--- src/rtl/drawcon_pkg.sv ---
// Shared constants and helpers for the block-and-wall drawing controller.
// Colours are stored as 32-bit channels and truncated to COLOR_W where used.
package drawcon_pkg;

    typedef struct packed {
        logic [31:0] r;
        logic [31:0] g;
        logic [31:0] b;
    } rgb_t;

    localparam rgb_t COL_WHITE = '{r: 32'hFFFF_FFFF, g: 32'hFFFF_FFFF, b: 32'hFFFF_FFFF};
    localparam rgb_t COL_RED   = '{r: 32'hFFFF_FFFF, g: 32'd0, b: 32'd0};
    localparam rgb_t COL_BLOCK = '{r: 32'd13, g: 32'd7, b: 32'd8};

    // Widest flattened per-wall bus the slicing helper accepts.
    localparam int BUS_MAX = 512;

    function automatic logic [31:0] wall_field(input logic [BUS_MAX-1:0] bus,
                                               input int idx, input int w);
        return 32'(bus >> (idx * w)) & 32'((64'd1 << w) - 64'd1);
    endfunction

endpackage

--- src/rtl/drawcon_multi_if.sv ---
// Pixel stream between the VGA timing generator and the colour controller.
interface drawcon_multi_if #(
    parameter int COORD_W = 11,
    parameter int COLOR_W = 4
);
    // No backpressure: every coordinate presented with pix_valid_in=1 is taken in
    // that cycle and its colour leaves with pix_valid_out=1 exactly two cycles later.
    logic [COORD_W-1:0] draw_x;
    logic [COORD_W-1:0] draw_y;
    logic               pix_valid_in;
    logic [COLOR_W-1:0] r;
    logic [COLOR_W-1:0] g;
    logic [COLOR_W-1:0] b;
    logic               pix_valid_out;

    modport master (output draw_x, draw_y, pix_valid_in,
                    input  r, g, b, pix_valid_out);
    modport slave  (input  draw_x, draw_y, pix_valid_in,
                    output r, g, b, pix_valid_out);
endinterface

--- src/rtl/drawcon_wall_unit.sv ---
// One wall channel: frame snapshot, pixel hit, collision and pass tracking.
module drawcon_wall_unit
    import drawcon_pkg::*;
#(
    parameter int COORD_W  = 11,
    parameter int BLK_SIZE = 32,
    parameter int WALL_W   = 10
) (
    input  logic               clk,
    input  logic               rst_n,
    input  logic               frame_start,
    input  logic               eval,
    input  logic               restart,
    input  logic               lose,
    input  logic [COORD_W-1:0] wall_x_in,
    input  logic [COORD_W-1:0] gap_y_in,
    input  logic [COORD_W-1:0] gap_size_in,
    input  logic               wall_en_in,
    input  logic [COORD_W-1:0] blk_x,
    input  logic [COORD_W-1:0] blk_y,
    input  logic [COORD_W-1:0] draw_x,
    input  logic [COORD_W-1:0] draw_y,
    output logic               on_wall,
    output logic               collide,
    output logic               pass_pulse
);
    localparam int AW = COORD_W + 2;

    logic [COORD_W-1:0] wx_q, gy_q, gs_q;
    logic               en_q;
    logic               pass_flag;
    logic [AW-1:0]      wx, gy, gs, bx, by, dx, dy, gap_end;
    logic               pass_cond, recycle;

    // Everything is widened so sums never wrap and no subtraction is needed.
    assign wx      = AW'(wx_q);
    assign gy      = AW'(gy_q);
    assign gs      = AW'(gs_q);
    assign bx      = AW'(blk_x);
    assign by      = AW'(blk_y);
    assign dx      = AW'(draw_x);
    assign dy      = AW'(draw_y);
    assign gap_end = gy + gs;

    assign on_wall = en_q && (dx > wx) && (dx < wx + AW'(WALL_W))
                     && ((dy < gy) || (dy > gap_end));

    assign collide = en_q && (bx + AW'(BLK_SIZE - 1) > wx) && (bx < wx + AW'(WALL_W + 1))
                     && ((by < gy) || (by + AW'(BLK_SIZE) > gap_end));

    assign pass_cond  = en_q && !pass_flag && !lose && (bx > wx + AW'(WALL_W));
    assign recycle    = !en_q || (bx + AW'(BLK_SIZE) <= wx);
    assign pass_pulse = eval && pass_cond;

    always_ff @(posedge clk or negedge rst_n) begin
        if (!rst_n) begin
            wx_q      <= '0;
            gy_q      <= '0;
            gs_q      <= '0;
            en_q      <= 1'b0;
            pass_flag <= 1'b0;
        end else begin
            if (frame_start) begin
                wx_q <= wall_x_in;
                gy_q <= gap_y_in;
                gs_q <= gap_size_in;
                en_q <= wall_en_in;
            end
            if (restart) begin
                pass_flag <= 1'b0;
            end else if (eval) begin
                if (pass_cond) pass_flag <= 1'b1;
                else if (recycle) pass_flag <= 1'b0;
            end
        end
    end
endmodule

--- src/rtl/drawcon_multi.sv ---
// Pixel colour and collision controller for the block-and-wall game:
// per-frame snapshots, sticky lose flag, saturating pass score, 2-stage colour pipe.
module drawcon_multi
    import drawcon_pkg::*;
#(
    parameter int NUM_WALLS = 4,
    parameter int COORD_W   = 11,
    parameter int COLOR_W   = 4,
    parameter int BLK_SIZE  = 32,
    parameter int WALL_W    = 10,
    parameter int FIELD_X0  = 9,
    parameter int FIELD_X1  = 1429,
    parameter int FIELD_Y0  = 9,
    parameter int FIELD_Y1  = 889,
    parameter int FLASH_BIT = 4,
    parameter int SCORE_W   = 8
) (
    input  logic                         clk,
    input  logic                         rst_n,
    input  logic                         frame_start,
    input  logic                         restart,
    input  logic [3*COLOR_W-1:0]         sw,
    input  logic [COORD_W-1:0]           blkpos_x,
    input  logic [COORD_W-1:0]           blkpos_y,
    input  logic [NUM_WALLS*COORD_W-1:0] wall_x,
    input  logic [NUM_WALLS*COORD_W-1:0] gap_y,
    input  logic [NUM_WALLS*COORD_W-1:0] gap_size,
    input  logic [NUM_WALLS-1:0]         wall_en,
    drawcon_multi_if.slave               pix,
    output logic                         lose,
    output logic [NUM_WALLS-1:0]         hit_wall,
    output logic [SCORE_W-1:0]           score
);
    localparam int AW    = COORD_W + 2;
    localparam int SUM_W = $clog2(NUM_WALLS + 1);
    localparam int SS_W  = SCORE_W + SUM_W;
    localparam logic [3*COLOR_W-1:0] RGB_WHITE =
        {COLOR_W'(COL_WHITE.r), COLOR_W'(COL_WHITE.g), COLOR_W'(COL_WHITE.b)};
    localparam logic [3*COLOR_W-1:0] RGB_RED =
        {COLOR_W'(COL_RED.r), COLOR_W'(COL_RED.g), COLOR_W'(COL_RED.b)};
    localparam logic [3*COLOR_W-1:0] RGB_BLOCK =
        {COLOR_W'(COL_BLOCK.r), COLOR_W'(COL_BLOCK.g), COLOR_W'(COL_BLOCK.b)};

    logic [COORD_W-1:0]   blk_x_q, blk_y_q;
    logic                 eval_q;
    logic [7:0]           frame_cnt;
    logic [NUM_WALLS-1:0] on_wall, collide, pass_pulse;
    logic [SUM_W-1:0]     pass_cnt;
    logic [SS_W-1:0]      score_sum;
    logic [SCORE_W-1:0]   score_next;
    logic [AW-1:0]        dx, dy, bx, by;
    logic                 in_field, on_blk;
    logic                 v1, in_field1, on_blk1, on_wall1, v2;
    logic [3*COLOR_W-1:0] rgb_q;

    for (genvar i = 0; i < NUM_WALLS; i++) begin : gen_wall
        drawcon_wall_unit #(
            .COORD_W (COORD_W),
            .BLK_SIZE(BLK_SIZE),
            .WALL_W  (WALL_W)
        ) u_wall (
            .clk        (clk),
            .rst_n      (rst_n),
            .frame_start(frame_start),
            .eval       (eval_q),
            .restart    (restart),
            .lose       (lose),
            .wall_x_in  (COORD_W'(wall_field(BUS_MAX'(wall_x), i, COORD_W))),
            .gap_y_in   (COORD_W'(wall_field(BUS_MAX'(gap_y), i, COORD_W))),
            .gap_size_in(COORD_W'(wall_field(BUS_MAX'(gap_size), i, COORD_W))),
            .wall_en_in (wall_en[i]),
            .blk_x      (blk_x_q),
            .blk_y      (blk_y_q),
            .draw_x     (pix.draw_x),
            .draw_y     (pix.draw_y),
            .on_wall    (on_wall[i]),
            .collide    (collide[i]),
            .pass_pulse (pass_pulse[i])
        );
    end

    always_comb begin
        pass_cnt = '0;
        for (int k = 0; k < NUM_WALLS; k++) pass_cnt = pass_cnt + SUM_W'(pass_pulse[k]);
    end

    assign score_sum  = SS_W'(score) + SS_W'(pass_cnt);
    assign score_next = (score_sum > SS_W'({SCORE_W{1'b1}})) ? {SCORE_W{1'b1}}
                                                             : score_sum[SCORE_W-1:0];

    // Game state: snapshot on frame_start, evaluate one cycle later; restart wins.
    always_ff @(posedge clk or negedge rst_n) begin
        if (!rst_n) begin
            blk_x_q   <= '0;
            blk_y_q   <= '0;
            eval_q    <= 1'b0;
            frame_cnt <= '0;
            lose      <= 1'b0;
            hit_wall  <= '0;
            score     <= '0;
        end else begin
            eval_q <= frame_start;
            if (frame_start) begin
                blk_x_q   <= blkpos_x;
                blk_y_q   <= blkpos_y;
                frame_cnt <= frame_cnt + 8'd1;
            end
            if (restart) begin
                lose     <= 1'b0;
                hit_wall <= '0;
                score    <= '0;
            end else if (eval_q) begin
                hit_wall <= collide;
                if (|collide) lose <= 1'b1;
                score <= score_next;
            end
        end
    end

    assign dx       = AW'(pix.draw_x);
    assign dy       = AW'(pix.draw_y);
    assign bx       = AW'(blk_x_q);
    assign by       = AW'(blk_y_q);
    assign in_field = (dx > AW'(FIELD_X0)) && (dx < AW'(FIELD_X1))
                      && (dy > AW'(FIELD_Y0)) && (dy < AW'(FIELD_Y1));
    assign on_blk   = (dx > bx) && (dx < bx + AW'(BLK_SIZE))
                      && (dy > by) && (dy < by + AW'(BLK_SIZE));

    always_ff @(posedge clk or negedge rst_n) begin
        if (!rst_n) begin
            v1        <= 1'b0;
            in_field1 <= 1'b0;
            on_blk1   <= 1'b0;
            on_wall1  <= 1'b0;
            v2        <= 1'b0;
            rgb_q     <= '0;
        end else begin
            v1        <= pix.pix_valid_in;
            in_field1 <= in_field;
            on_blk1   <= on_blk;
            on_wall1  <= |on_wall;
            v2        <= v1;
            if (!v1) rgb_q <= '0;
            else if (lose && !frame_cnt[FLASH_BIT]) rgb_q <= RGB_RED;
            else if (!in_field1) rgb_q <= RGB_WHITE;
            else if (on_blk1) rgb_q <= RGB_BLOCK;
            else if (on_wall1) rgb_q <= RGB_RED;
            else rgb_q <= {sw[COLOR_W-1:0], sw[2*COLOR_W-1:COLOR_W], sw[3*COLOR_W-1:2*COLOR_W]};
        end
    end

    assign pix.r             = rgb_q[3*COLOR_W-1:2*COLOR_W];
    assign pix.g             = rgb_q[2*COLOR_W-1:COLOR_W];
    assign pix.b             = rgb_q[COLOR_W-1:0];
    assign pix.pix_valid_out = v2;
endmodule

--- src/flat_wrapper.sv ---
// flat-port wrapper written by rule: the top's interface ports become plain ports
module drawcon_multi_flat import drawcon_pkg::*;
#(
    parameter int NUM_WALLS = 4,
    parameter int COORD_W   = 11,
    parameter int COLOR_W   = 4,
    parameter int BLK_SIZE  = 32,
    parameter int WALL_W    = 10,
    parameter int FIELD_X0  = 9,
    parameter int FIELD_X1  = 1429,
    parameter int FIELD_Y0  = 9,
    parameter int FIELD_Y1  = 889,
    parameter int FLASH_BIT = 4,
    parameter int SCORE_W   = 8
)
  (clk, rst_n, frame_start, restart, sw, blkpos_x, blkpos_y, wall_x, gap_y, gap_size, wall_en, lose, hit_wall, score, pix_draw_x, pix_draw_y, pix_pix_valid_in, pix_r, pix_g, pix_b, pix_pix_valid_out);
  drawcon_multi_if #(.COORD_W(COORD_W), .COLOR_W(COLOR_W)) pix_i ();
  input  logic clk;
  input  logic rst_n;
  input  logic frame_start;
  input  logic restart;
  input  logic [3*COLOR_W-1:0] sw;
  input  logic [COORD_W-1:0] blkpos_x;
  input  logic [COORD_W-1:0] blkpos_y;
  input  logic [NUM_WALLS*COORD_W-1:0] wall_x;
  input  logic [NUM_WALLS*COORD_W-1:0] gap_y;
  input  logic [NUM_WALLS*COORD_W-1:0] gap_size;
  input  logic [NUM_WALLS-1:0] wall_en;
  output logic lose;
  output logic [NUM_WALLS-1:0] hit_wall;
  output logic [SCORE_W-1:0] score;
  input wire logic [$bits(pix_i.draw_x)-1:0] pix_draw_x;
  input wire logic [$bits(pix_i.draw_y)-1:0] pix_draw_y;
  input wire logic [$bits(pix_i.pix_valid_in)-1:0] pix_pix_valid_in;
  output wire logic [$bits(pix_i.r)-1:0] pix_r;
  output wire logic [$bits(pix_i.g)-1:0] pix_g;
  output wire logic [$bits(pix_i.b)-1:0] pix_b;
  output wire logic [$bits(pix_i.pix_valid_out)-1:0] pix_pix_valid_out;
  assign pix_i.draw_x = pix_draw_x;
  assign pix_i.draw_y = pix_draw_y;
  assign pix_i.pix_valid_in = pix_pix_valid_in;
  assign pix_r = pix_i.r;
  assign pix_g = pix_i.g;
  assign pix_b = pix_i.b;
  assign pix_pix_valid_out = pix_i.pix_valid_out;
  drawcon_multi #(.NUM_WALLS(NUM_WALLS), .COORD_W(COORD_W), .COLOR_W(COLOR_W), .BLK_SIZE(BLK_SIZE), .WALL_W(WALL_W), .FIELD_X0(FIELD_X0), .FIELD_X1(FIELD_X1), .FIELD_Y0(FIELD_Y0), .FIELD_Y1(FIELD_Y1), .FLASH_BIT(FLASH_BIT), .SCORE_W(SCORE_W)) u_core (.clk(clk), .rst_n(rst_n), .frame_start(frame_start), .restart(restart), .sw(sw), .blkpos_x(blkpos_x), .blkpos_y(blkpos_y), .wall_x(wall_x), .gap_y(gap_y), .gap_size(gap_size), .wall_en(wall_en), .pix(pix_i), .lose(lose), .hit_wall(hit_wall), .score(score));
endmodule
--- config.mk ---
export PLATFORM = sky130hd
export DESIGN_NAME = drawcon_multi_flat
export DESIGN_NICKNAME = d
export VERILOG_FILES = /design/src/rtl/drawcon_pkg.sv /design/src/rtl/drawcon_multi_if.sv /design/src/rtl/drawcon_wall_unit.sv /design/src/rtl/drawcon_multi.sv /design/src/flat_wrapper.sv
export SDC_FILE = /design/constraint.sdc
export NUM_CORES = 1
export LEC_CHECK = 0
export ABC_AREA = 1
export ABC_CLOCK_PERIOD_IN_PS = 6000
export CORE_MARGIN = 5
export CORE_UTILIZATION = 57
export CTS_BUF_LIST = sky130_fd_sc_hd__clkbuf_8
export DETAILED_ROUTE_END_ITERATION = 10
export GPL_TIMING_DRIVEN = 0
export MAX_ROUTING_LAYER = met4
export PLACE_DENSITY = 0.87
export SETUP_SLACK_MARGIN = 0.3
export SLEW_MARGIN = 40
export SYNTH_ARGS = -nofsm -noshare
export SYNTH_HDL_FRONTEND = slang
export SYNTH_SLANG_ARGS = --single-unit
--- constraint.sdc ---
create_clock -name clk -period 6 [get_ports clk]
set_clock_uncertainty 0.1 [all_clocks]
set_input_delay 0.9 -clock clk [delete_from_list [all_inputs] [get_ports clk]]
set_output_delay 0.9 -clock clk [all_outputs]
set_load 0.005 [all_outputs]
* Word-level counts from Yosys, hierarchy flattened
Index checks and enable logic that the tools add are counted.
W data, S select, Z words.
** Word-level totals
- Flip-flop bits (word level) :: 201
- Input port bits :: 197
- Output and inout bits :: 26
- Logic and storage cells :: 213
** Operators by class
- Add/sub/neg operators :: 20
- Magnitude comparators :: 49
- Muxes and demuxes :: 29
- Reduce and logical (&&, ||, !) cells :: 82
** Operator list (count)
- $add A11 B4 Y12 const B :: 8
- $lt A11 B11 Y1 :: 8
- $lt A11 B13 Y1 :: 6
- $gt A11 B11 Y1 :: 6
- $mux W12 :: 5
- $gt A11 B13 Y1 :: 4
- $gt A13 B13 Y1 :: 4
- $le A13 B11 Y1 :: 4
- $add A11 B11 Y12 :: 4
- $gt A11 B12 Y1 :: 4
- $lt A11 B12 Y1 :: 4
- $logic_and A1 B1 Y1 :: 47
- $gt A13 B11 Y1 :: 3
- $add A11 B6 Y12 const B :: 2
- $mux W8 :: 3
- $gt A11 B4 Y1 const B :: 2
- $mux W1 :: 19
- $add A11 B5 Y12 const B :: 1
- $gt A12 B11 Y1 :: 1
- $logic_or A1 B1 Y1 :: 12
- $reduce_bool A3 Y1 :: 4
- $gt A11 B8 Y1 const B :: 1
- $lt A11 B10 Y1 const B :: 1
- $lt A11 B11 Y1 const B :: 1
- 9 further kinds :: 26

* Longest topological paths before layout
Gate-level depths: netlist of run 1.
- Depth in word-level cells :: 13
- Gate-level depth with buffers :: 30

* Hierarchy
From an unflattened synthesis of run 1, not the netlist that was laid out.
** Second synthesis, totals
- Cells, all modules :: 3062
- Area total of the unflattened synthesis :: 23560.1 um^2
** Modules (own cells, without submodules)
- drawcon_wall_unit at u_core.gen_wall[1].u_wall ... :: times used 2, cells an instance 651, area an instance 4979.8 um^2, seq. area each 875.8 um^2
- drawcon_wall_unit at u_core.gen_wall[0].u_wall :: times used 1, cells an instance 651, area an instance 4993.5 um^2, seq. area each 875.8 um^2
- drawcon_wall_unit at u_core.gen_wall[2].u_wall :: times used 1, cells an instance 656, area an instance 4986.0 um^2, seq. area each 875.8 um^2
- drawcon_multi :: times used 1, cells an instance 453, area an instance 3621.0 um^2, seq. area each 1451.4 um^2

* Worst setup path before layout of run 1
No wires, ideal clock.
- Path kind :: register to register
- Start :: reg u_core.gen_wall[0].u_wall.wx_q[1]
- End :: reg u_core.score[5]
- Arrival :: 4.162 ns
- Setup slack :: 1.655 ns
- Stages on the path, launching flop included :: 26
- Buffers on the path :: 0
- Period minus slack after synthesis :: 4.345 ns
- Cell sequence :: dfrtp_1 > inv_1 > ha_1 > ha_1 > nand2_1 > nor3_1 > nand3_1 > nor2_1 > nand2_1 > nand2_1 > nor2_1 > nand2_1 > nor2_2 > ha_1 > fa_1 > ha_1 > inv_1 > fa_1 > nor2_1 > o21ai_0 > nor3_1 > inv_1 > nor2_1 > a21oi_1 > o21a_1 > o22ai_1
** On the way
- Word-level cells in the longest chain between the ends :: 12
** Ends and longest elaborated chain
- start, declared :: line drawcon_wall_unit.sv:29 : logic [COORD_W-1:0] wx_q, gy_q, gs_q;
- start signal, assigned :: line drawcon_wall_unit.sv:64 : wx_q <= wall_x_in;
- $add A11 B4 Y12 * :: line drawcon_wall_unit.sv:51 : assign pass_cond = en_q && !pass_flag && !lose && (bx > wx + AW'(WALL_W));
- $gt A11 B12 Y1 * :: line drawcon_wall_unit.sv:51
- $logic_and A1 B1 Y1 * :: line drawcon_wall_unit.sv:51
- $logic_and A1 B1 Y1 * :: line drawcon_wall_unit.sv:53 : assign pass_pulse = eval && pass_cond;
- $add A1 B1 Y2 * :: line drawcon_multi.sv:84 : for (int k = 0; k < NUM_WALLS; k++) pass_cnt = pass_cnt + SUM_W'(pass_pulse[k]);
- $add A3 B1 Y3 * (2 in a row) :: line drawcon_multi.sv:84
- $add A8 B3 Y9 * :: line drawcon_multi.sv:87 : assign score_sum = SS_W'(score) + SS_W'(pass_cnt);
- $gt A11 B8 Y1 :: line drawcon_multi.sv:88 : assign score_next = (score_sum > SS_W'({SCORE_W{1'b1}})) ? {SCORE_W{1'b1}}
- $mux W8 * :: line drawcon_multi.sv:88
- $mux W8 * :: line drawcon_multi.sv:112 : end else if (eval_q) begin
- $mux W8 * :: line drawcon_multi.sv:108 : if (restart) begin
- end signal, assigned :: line drawcon_multi.sv:115 : score <= score_next;
- end, declared :: line drawcon_multi.sv:32 : output logic [SCORE_W-1:0] score
Mark *: on every way between the ends. The rest lies on a longest branch, timed or not. The select of a mux whose other input is x is not followed.
A chain may end at the register's enable or synchronous reset.

* Worst setup path after layout of run 1
- Start :: reg u_core.blk_x_q[10]
- End :: reg u_core.score[5]
** On the way
- Word-level cells in the longest chain between the ends :: 11
- Elaborated cells between the ends (all ways) :: 20
** Ends and longest elaborated chain
- start, declared :: line drawcon_multi.sv:44 : logic [COORD_W-1:0] blk_x_q, blk_y_q;
- start signal, assigned :: line drawcon_multi.sv:104 : blk_x_q <= blkpos_x;
- $gt A11 B12 Y1 :: line drawcon_wall_unit.sv:51
- $logic_and A1 B1 Y1 :: line drawcon_wall_unit.sv:51
- $logic_and A1 B1 Y1 :: line drawcon_wall_unit.sv:53
- $add A1 B1 Y2 :: line drawcon_multi.sv:84
- $add A3 B1 Y3 :: line drawcon_multi.sv:84
- $add A3 B1 Y3 * :: line drawcon_multi.sv:84
- $add A8 B3 Y9 * :: line drawcon_multi.sv:87
- $gt A11 B8 Y1 :: line drawcon_multi.sv:88
- $mux W8 * :: line drawcon_multi.sv:88
- $mux W8 * :: line drawcon_multi.sv:112
- $mux W8 * :: line drawcon_multi.sv:108
Marks and branches as above.

==> results.yml, run 1 <==
status:
  run_status: "complete, no violations"
detailed_routing:
  antenna_left: 0
  detail_route.wl_per_cell_um: 20.2
  drt-vias-per-instance: 5.98
  dr_total_vias: 22610
  post-route-drc-count: 0
  totalWireLength_um: 76500
  detail_route.first_pass.iterations: 8
  drt_first_iter_violations: 1981
floorplan:
  start_util_pct: 57.4
  std_cell_rows: 72
  design.die.area_um2: 42800
  die_w_um: 207
  floorplan.io_pins: 223
  vertical_die_dimension_um: 207
  core_um2: 38500
global_route:
  grt_pass1_wl_um: 117000
  first_global_vias: 22305
  global_route.usage.total_pct: 36.4
  grt.overflow.total: 0
  grt_antenna_before_repair: 2
  pin_count_of_the_biggest_net_entering_global_routing: 76
cts:
  insertion_delay_ns: 0.61
  cts_post_setup_buffers_inserted: 0
  clock_tree_from_tritoncts: "yes"
  cts_made_buffers: 17
  clk_pin_slew_ns: 0.12
  cts.sinks: 198
  clock_tree.htree_level_count: 4
  root_buffer: "clkbuf_8"
  cts.path.max_buffers: 2
  hold_fix_buffers_cts: 0
  ctsResizeCount: 0
synthesis:
  yosys.area_share.xor_xnor_pct: 4.25
  synth_simple_gate_area_share_pct: 24.6
  synth_adder_area_share_pct: 29.1
  synth.distinct_cells: 52
  netlist_instances: 3004
  post_synth_mux_area_share_pct: 0
  synth.ff_latch_count: 198
  synthFlopType: "dfrtp_1"
  cell_area_after_synthesis_um2: 22100
  async_reset_ff_share_pct: 100
  avgSynthCellArea_um2: 7.35
  synth_top_family_by_area: "adder cells"
  seq_area_frac_synth_pct: 22.4
  synth_edf_count: 0
  ys_warn_count: 0
  synth-compound-area-share_pct: 13.2
  postSynthNetCount: 3710
sta:
  max_slew_violation_total_from_the_final_report: 0
  layout_worst_path_cycle_share_pct: 89.7
  min_period_ns: 5.38
  max_slew_margin_pct: 34.9
  finalHoldWorstSlack_ns: 0.122
  unrepaired_setup_endpoints_after_global_routing: "false"
  setup_viol_count_final: 0
  layout_setup_ws_ns: 0.619
  timing.final.hold_violations: 0
  total_negative_setup_slack_ns: 0
  worst_pin_slew_ns: 0.974
  max_freq_mhz: 186
critical_path:
  arrival_ns: 5.81
  cp-start-kind: "flop"
  rr_startpoint: "u_core.blk_x_q[10]$_DFFE_PN0P_"
  crit_fanout: 10
  crit_required_ns: 6.43
  ff2ff_path_depth: 22
  r2r-end: "u_core.score[5]$_DFFE_PN0P_"
  crit_path_end_kind: "flop"
  r2r_slack_ns: 0.62
  critical_setup_path_class: "flop to flop"
pwr:
  total_power_mw: 5.36
  max-vdd-ir-drop_mv: 0.206
  power.static_leakage_nw: 13.1
  power.density_nw_per_um2: 211
placement:
  hpwlAfterDp_um: 60100
  dp.cells: 3746
  post_dp_cell_area_um2: 25000
  gp_congestion: 0.979
  place.port_buffers: 222
  place_worst_setup_slack_ns: 0.681
cells_and_area:
  num-nets-final: 3953
  layout.cells.most_common: "nand2_1"
  post_route_cells_drive_above_1_share_pct: 2.70
  area_delta_synth_final_pct: 15.0
  final_cell_count_no_fill: 3779
  postLayoutCoreUtil_pct: 66.0
  most_used_cells_in_the_layout_excluding_fill_and_tap_cells: "nand2_1, ha_1, inv_1"
  final_cell_area_um2: 25400
run:
  cap_violations: 0
hold_path:
  hold_path.class: "input pin to async pin"
==> synthesized netlist by cell type, types with 6 or more instances <==
cell | count | area [um2]
a21o_1 | 11 | 82.6
a21oi_1 | 234 | 1170
a31oi_1 | 10 | 62.6
buf_2 | 11 | 55.1
clkbuf_1 | 35 | 131
dfrtp_1 | 198 | 4950
fa_1 | 6 | 120
ha_1 | 503 | 6290
inv_1 | 310 | 1160
inv_2 | 8 | 30.0
nand2_1 | 802 | 3010
nand3_1 | 170 | 851
nand3b_1 | 6 | 45.0
nand4_1 | 71 | 444
nor2_1 | 153 | 574
nor3_1 | 52 | 260
nor4_1 | 11 | 68.8
o2111ai_1 | 9 | 78.8
o211ai_1 | 12 | 90.1
o21a_1 | 16 | 120
o21ai_0 | 200 | 1000
o21bai_1 | 6 | 45.0
xnor2_1 | 16 | 140
xor2_1 | 91 | 797
==> metal layers <==
metal | wire length, um | GRT usage [%] | vias to the layer above
li1 | - | - | 10729
met1 | 29700 | 41.7 | 10546
met2 | 35500 | 59.2 | 1010
met3 | 6050 | 7.50 | 325
met4 | 5250 | 21.4 | 0
met5 | 0 | - | -
==> registers in the layout, summed over array words and instances, names as in the netlist, 5 cells and up <==
| signal | flops |
|---|---|
| u_core.blk_x_q | 11 |
| u_core.blk_y_q | 11 |
| u_core.frame_cnt | 5 |
| u_core.gen_wall.u_wall.gs_q | 44 |
| u_core.gen_wall.u_wall.gy_q | 44 |
| u_core.gen_wall.u_wall.wx_q | 44 |
| u_core.rgb_q | 12 |
| u_core.score | 8 |
==> critical path: stages (launching register included) <==
cell	delay (ns)
dfrtp_1	0.89
clkinv_1	0.61
nand2_1	0.25
nand3_1	0.10
nor2_2	0.16
nand3_1	0.10
nand2_1	0.07
inv_1	0.04
nand2_1	0.15
nor2_1	0.09
ha_1	0.33
fa_1	0.41
ha_1	0.32
inv_1	0.06
fa_1	0.41
nor2_1	0.17
o21ai_0	0.20
nor3_1	0.19
inv_1	0.10
nor2_2	0.26
a21oi_1	0.08
o21a_1	0.12
o22ai_1	0.11
==> worst max-delay path by stage <==
stage	start	to	slack, ns	cells past startpoint
2_1_floorplan	u_core.gen_wall[0].u_wall.wx_q[1]$_DFFE_PN0P_	u_core.score[5]$_DFFE_PN0P_	1.66	25
4_1_cts	u_core.blk_x_q[10]$_DFFE_PN0P_	u_core.score[5]$_DFFE_PN0P_	0.68	22
3_3_place_gp	rst_n	u_core.frame_cnt[2]$_DFFE_PN0P_	-4.41	1
5_1_grt	u_core.gen_wall[2].u_wall.wx_q[1]$_DFFE_PN0P_	u_core.score[5]$_DFFE_PN0P_	0.42	24
6_report	u_core.blk_x_q[10]$_DFFE_PN0P_	u_core.score[5]$_DFFE_PN0P_	0.62	22
3_5_place_dp	u_core.blk_x_q[5]$_DFFE_PN0P_	u_core.score[5]$_DFFE_PN0P_	0.68	22
==> power by group <==
part	total (mW)	internal [mW]	switching, mW
registers	1.66	1.46	0.193
logic	2.80	1.10	1.70
clock network	0.909	0.338	0.572
==> layout make-up <==
class	count	area [um2]
multi-input combinational	2436	15700
fill	3348	13100
sequential	198	4960
timing repair buffer	224	2260
inverter	320	1200
tap	518	648
clock buffer	17	234
buffer	50	216
clock inverter	14	143
antenna	2	5.00
==> logic make-up (layout without fill, tap and decap cells) <==
kind of cell	count (synthesis)	after routing
compound gates	533	533
fa+ha+maj	509	509
xor+xnor	107	107
buf+inv	370	625
flops	198	198
simple gates	1287	1287
other cells	0	2
(Power assumes the default switching activity.)
==> run 2, diff against run 1 <==
--- a/config.mk
+++ b/config.mk
@@ -12,6 +12,7 @@
 export CTS_BUF_LIST = sky130_fd_sc_hd__clkbuf_8
 export DETAILED_ROUTE_END_ITERATION = 10
 export GPL_TIMING_DRIVEN = 0
+export HOLD_SLACK_MARGIN = 0.06
 export MAX_ROUTING_LAYER = met4
 export PLACE_DENSITY = 0.87
 export SETUP_SLACK_MARGIN = 0.3
==> results of run 2 <==
No change in the layout: final DEF, timing and power equal those of run 1.
